<file path="src/rtl/lsu.sv">
// Load/store unit: sub-word loads with sign/zero extension and read-modify-write sub-word stores.
// Define LSU_MISALIGN_CHECK_EN to reject misaligned H/W accesses instead of aligning them down.
module lsu (
    input  logic        clk,
    input  logic        rst_n,
    input  logic        req,
    input  logic        store,
    input  logic [2:0]  funct3,
    input  logic [31:0] addr,
    input  logic [31:0] wdata,
    output logic        busy,
    output logic        done,
    output logic        err,
    output logic [31:0] rdata,
    output logic [31:0] mem_addr,
    output logic [31:0] mem_wd,
    output logic        mem_we,
    input  logic [31:0] mem_rd
);

    typedef enum logic [2:0] {
        StIdle,
        StLoad,
        StMerge,
        StWrite,
        StResp
    } state_e;

    state_e      state_q, state_d;
    logic [31:0] addr_q;
    logic [2:0]  funct3_q;
    logic [31:0] wdata_q;
    logic        store_q;
    logic        err_q;
    logic [31:0] rdata_q;
    logic [31:0] merged_q;

    logic        legal;
    logic        is_half;
    logic        is_word;
    logic        reject;
    logic [31:0] addr_al;
    logic [7:0]  ld_byte;
    logic [15:0] ld_half;
    logic [31:0] load_data;
    logic [31:0] merged_d;

    // Request decode: legality and (optional) alignment handling.
    always_comb begin
        is_half = (funct3[1:0] == 2'b01);
        is_word = (funct3 == 3'b010);
        legal   = 1'b0;
        if (store) begin
            legal = (funct3 == 3'b000) || (funct3 == 3'b001) || (funct3 == 3'b010);
        end else begin
            legal = (funct3 != 3'b011) && (funct3 != 3'b110) && (funct3 != 3'b111);
        end
        addr_al = addr;
`ifdef LSU_MISALIGN_CHECK_EN
        reject = !legal || (is_half && addr[0]) || (is_word && (addr[1:0] != 2'b00));
`else
        reject = !legal;
        if (is_half) addr_al[0] = 1'b0;
        if (is_word) addr_al[1:0] = 2'b00;
`endif
    end

    always_comb begin
        state_d = state_q;
        unique case (state_q)
            StIdle: begin
                if (req) begin
                    if (reject)                 state_d = StResp;
                    else if (!store)            state_d = StLoad;
                    else if (funct3 == 3'b010)  state_d = StWrite;
                    else                        state_d = StMerge;
                end
            end
            StLoad:  state_d = StResp;
            StMerge: state_d = StWrite;
            StWrite: state_d = StResp;
            StResp:  state_d = StIdle;
            default: state_d = StIdle;
        endcase
    end

    // Load lane extraction and extension.
    always_comb begin
        ld_byte = mem_rd[{addr_q[1:0], 3'b000} +: 8];
        ld_half = addr_q[1] ? mem_rd[31:16] : mem_rd[15:0];
        case (funct3_q)
            3'b000:  load_data = {{24{ld_byte[7]}}, ld_byte};
            3'b001:  load_data = {{16{ld_half[15]}}, ld_half};
            3'b100:  load_data = {24'h0, ld_byte};
            3'b101:  load_data = {16'h0, ld_half};
            default: load_data = mem_rd;
        endcase
    end

    // Store lane merge into the current memory word.
    always_comb begin
        merged_d = mem_rd;
        if (funct3_q[0]) begin
            if (addr_q[1]) merged_d[31:16] = wdata_q[15:0];
            else           merged_d[15:0]  = wdata_q[15:0];
        end else begin
            merged_d[{addr_q[1:0], 3'b000} +: 8] = wdata_q[7:0];
        end
    end

    always_ff @(posedge clk) begin
        if (!rst_n) begin
            state_q  <= StIdle;
            addr_q   <= 32'h0;
            funct3_q <= 3'h0;
            wdata_q  <= 32'h0;
            store_q  <= 1'b0;
            err_q    <= 1'b0;
            rdata_q  <= 32'h0;
            merged_q <= 32'h0;
        end else begin
            state_q <= state_d;
            if (state_q == StIdle && req) begin
                addr_q   <= addr_al;
                funct3_q <= funct3;
                wdata_q  <= wdata;
                store_q  <= store;
                err_q    <= reject;
            end
            if (state_q == StLoad && !store_q) rdata_q <= load_data;
            if (state_q == StMerge) merged_q <= merged_d;
        end
    end

    assign busy     = (state_q != StIdle);
    assign done     = (state_q == StResp);
    assign err      = err_q;
    assign rdata    = rdata_q;
    assign mem_addr = {2'b00, addr_q[31:2]};
    assign mem_wd   = (funct3_q == 3'b010) ? wdata_q : merged_q;
    // Gated by reset so a reset landing in WRITE suppresses the write on that edge.
    assign mem_we   = (state_q == StWrite) && store_q && rst_n;

endmodule
</file>
<file path="config.mk">
export PLATFORM = sky130hd
export DESIGN_NAME = lsu
export DESIGN_NICKNAME = d
export VERILOG_FILES = /design/src/rtl/lsu.sv
export SDC_FILE = /design/constraint.sdc
export NUM_CORES = 1
export LEC_CHECK = 0
export CAP_MARGIN = 30
export CORE_UTILIZATION = 48
export DETAILED_ROUTE_END_ITERATION = 8
export PLACE_DENSITY = 0.81
export SYNTH_ARGS = -nofsm -noshare
export SYNTH_HDL_FRONTEND = slang
export SYNTH_SLANG_ARGS = --single-unit
</file>
<file path="constraint.sdc">
create_clock -name clk -period 2.7 [get_ports clk]
set_input_delay 0.54 -clock clk [delete_from_list [all_inputs] [get_ports clk]]
set_output_delay 0.54 -clock clk [all_outputs]
set_load 0.1 [all_outputs]
</file>
==> flow_metrics.tcl <==
set metrics [dict create \
    viasPerCell 5.743 \
    dieWidth_um 123.4 \
    clk_pin_slew_ns 0.06 \
    tritoncts "yes" \
    grt_pass1_wl_mm 31.86 \
    crit_type "reg -> out" \
    drv_slew 0 \
    antenna_found_initial 0 \
    regToRegStartpoint "addr_q[1]" \
    ys_top_cells_by_count "nand2_1, dfxtp_1, a21boi_0" \
    io_buffers 200 \
    syn_area_mm2 0.007073 \
    grtUsageTotal_pct 27.28 \
    grt_pass1_vias 6319 \
    placed_area_mm2 0.009154 \
    wl_per_cell_um 17.63 \
    synth.largest_area_cell "dfxtp_1" \
    grtUsageMet1_pct 33.65 \
    skew_ns 0.004965 \
    avgSynthCellArea_um2 8.542 \
    start_kind "flip-flop" \
    grt-ovfl-total 0 \
    hold_viol 0 \
    worst_pin_slew_ns 0.7112 \
    cts_sinks 136 \
    yosysWarnings 0 \
    initial_utilization_pct 49.99 \
    synth_top_cells_by_area "dfxtp_1, nand2_1, mux2_2" \
    hold_buffers 0 \
    leakagePower_nw 3.768 \
    wl_mm 20.50 \
    clock_path_buffers 2 \
    postCtsSetupBuffers 0 \
    grt_max_degree 75 \
    synth_edf_count 0 \
    crit_start "funct3_q[2]" \
    grtUsageMet2_pct 44.48 \
    syn2layout_area_growth_pct 39.31 \
    netlist_instances 828 \
    finalSetupViolCount 0 \
    min-delay-path-class "in -> reg" \
    min_from "rst_n" \
    rows 43 \
    worstPathArrival_ns 1.99 \
    dieArea_mm2 0.01523 \
    async_reset_ff_share_pct 0 \
    cp_max_fo 22 \
    via_count 6679 \
    max_freq_ghz 0.3948 \
    netlist.area_leader.share_pct 38.49 \
    outcome "finished clean" \
    core_area_mm2 0.01415 \
    ys.flop_type "dfxtp_1" \
    io_pins 203 \
    grt_use_met3_pct 7.841 \
    drtIter0Drc 521 \
    numCtsBuffers 17 \
    ir_worst_vdd_uv 645.2 \
    finalNetCount 1078 \
    fin_setup_tns_ns 0 \
    clockRootBuffer "clkbuf_16" \
    p_per_area_mw_per_mm2 677.8 \
    antenna_left 0 \
    end_kind "output port" \
    fin_crit_sh_pct 93.82 \
    yosysSeqAreaShare_pct 38.49 \
    synth_most_common_cell "nand2_1" \
    synth_cell_types 51 \
    grt-busiest-layer "met2" \
    min_period_ns 2.533 \
    cts_resized 0 \
    cp.required_ns 2.16 \
    post_route_cells_drive_above_1_share_pct 22.79 \
    diodes 0 \
    max-cap-violations 0 \
    dieHeight_um 123.4 \
    drc_errors 0 \
    fin_area_mm2 0.009853 \
    clock_latency_ns 0.43 \
    first_pass_iters 5 \
    dp_hpwl_mm 13.98 \
    gp_congestion 0.8933 \
    grt_setup_unrepaired "no" \
    htreeDepth 4 \
    slew_headroom_pct 52.59 \
    ys_seq_elements 136 \
]
==> registers in the layout (all words and copies together), names as in the netlist <==
register,cells
err,1
rdata,32
addr_q,32
store_q,1
wdata_q,32
state_q,3
merged_q,32
funct3_q,3
==> worst max-delay path: stages, from the launching register on <==
cell	delay [ns]
dfxtp_1	0.38
nor3b_4	0.35
buf_12	0.23
mux2_2	0.40
buf_12	0.18
==> cell type report <==
type	instances	area, um2
clock buffers	17	425.4
multi-input cells	588	3821
well taps	180	225.2
fillers	1092	4297
inverters	6	22.52
clock inverters	15	274.0
repair buffers	221	2360
flip-flops and latches	136	2725
==> per-layer routing <==
metal | vias to the layer above | wire, um
li1 | 3189 | -
met1 | 3131 | 8559
met2 | 311 | 9566
met3 | 48 | 1820
met4 | 0 | 558
met5 | - | 0
==> report_power, final <==
part,internal [mW],switching [mW],leakage (nW),total (mW)
sequential,2.13,0.0997,1.11,2.23
combinational,0.570,1.14,2.32,1.71
clock,1.83,0.913,0.334,2.74
==> per-stage QoR <==
step / hold WS [ns] / total power [mW] / cells / setup slack, ns / util (%)
6_report: 0.4515 / 6.679 / 1163 / 0.1668 / 69.63
5_1_grt: 0.4540 / 6.904 / 1163 / 0.1003 / 69.63
4_1_cts: 0.4419 / 6.705 / 1163 / 0.1548 / 69.63
3_5_place_dp: 0.4449 / 3.961 / 1131 / 0.3036 / 64.69
3_3_place_gp: 0.4402 / 3.944 / 1131 / 0.3423 / 64.69
2_1_floorplan: 0.4380 / 3.452 / 829 / -0.06005 / -
==> cell families (layout without fill, tap and decap cells) <==
group                    count (synthesis)  in the layout  share of synthesized area [%]
AND/OR/NAND/NOR                        275            275                          18.08
flip-flops                             136            136                          38.49
AO/OA/AOI/OAI                          240            240                          24.32
buffers and inverters                  105            259                          7.978
adder cells (fa/ha/maj)                  5              5                         0.8845
other                                    1              2                        0.05302
multiplexers                            66             66                          10.19
==> final timing paths <==
kind,end,slack (ns),cells after the start
max,mem_wd[12],0.17,4
max reg2reg,merged_q[22],0.48,7
min reg2reg,addr_q[8],0.46,2
min,wdata_q[23],0.45,2
==> layout by cell type (no fill, tap or decap), types with 17 or more instances in the layout <==
| cell type | synthesis | routed |
|---|---|---|
| nand2_1 | 195 | 195 |
| dfxtp_1 | 136 | 134 |
| clkdlybuf4s50_1 | 0 | 101 |
| buf_4 | 36 | 83 |
| a21boi_0 | 54 | 54 |
| mux2_2 | 48 | 48 |
| o21ai_0 | 41 | 41 |
| a21oi_1 | 37 | 37 |
| buf_12 | 0 | 36 |
| a211oi_1 | 22 | 22 |
| mux2i_1 | 18 | 18 |
| nor3b_1 | 19 | 17 |
| clkbuf_16 | 0 | 17 |
(Power assumes the default switching activity.)
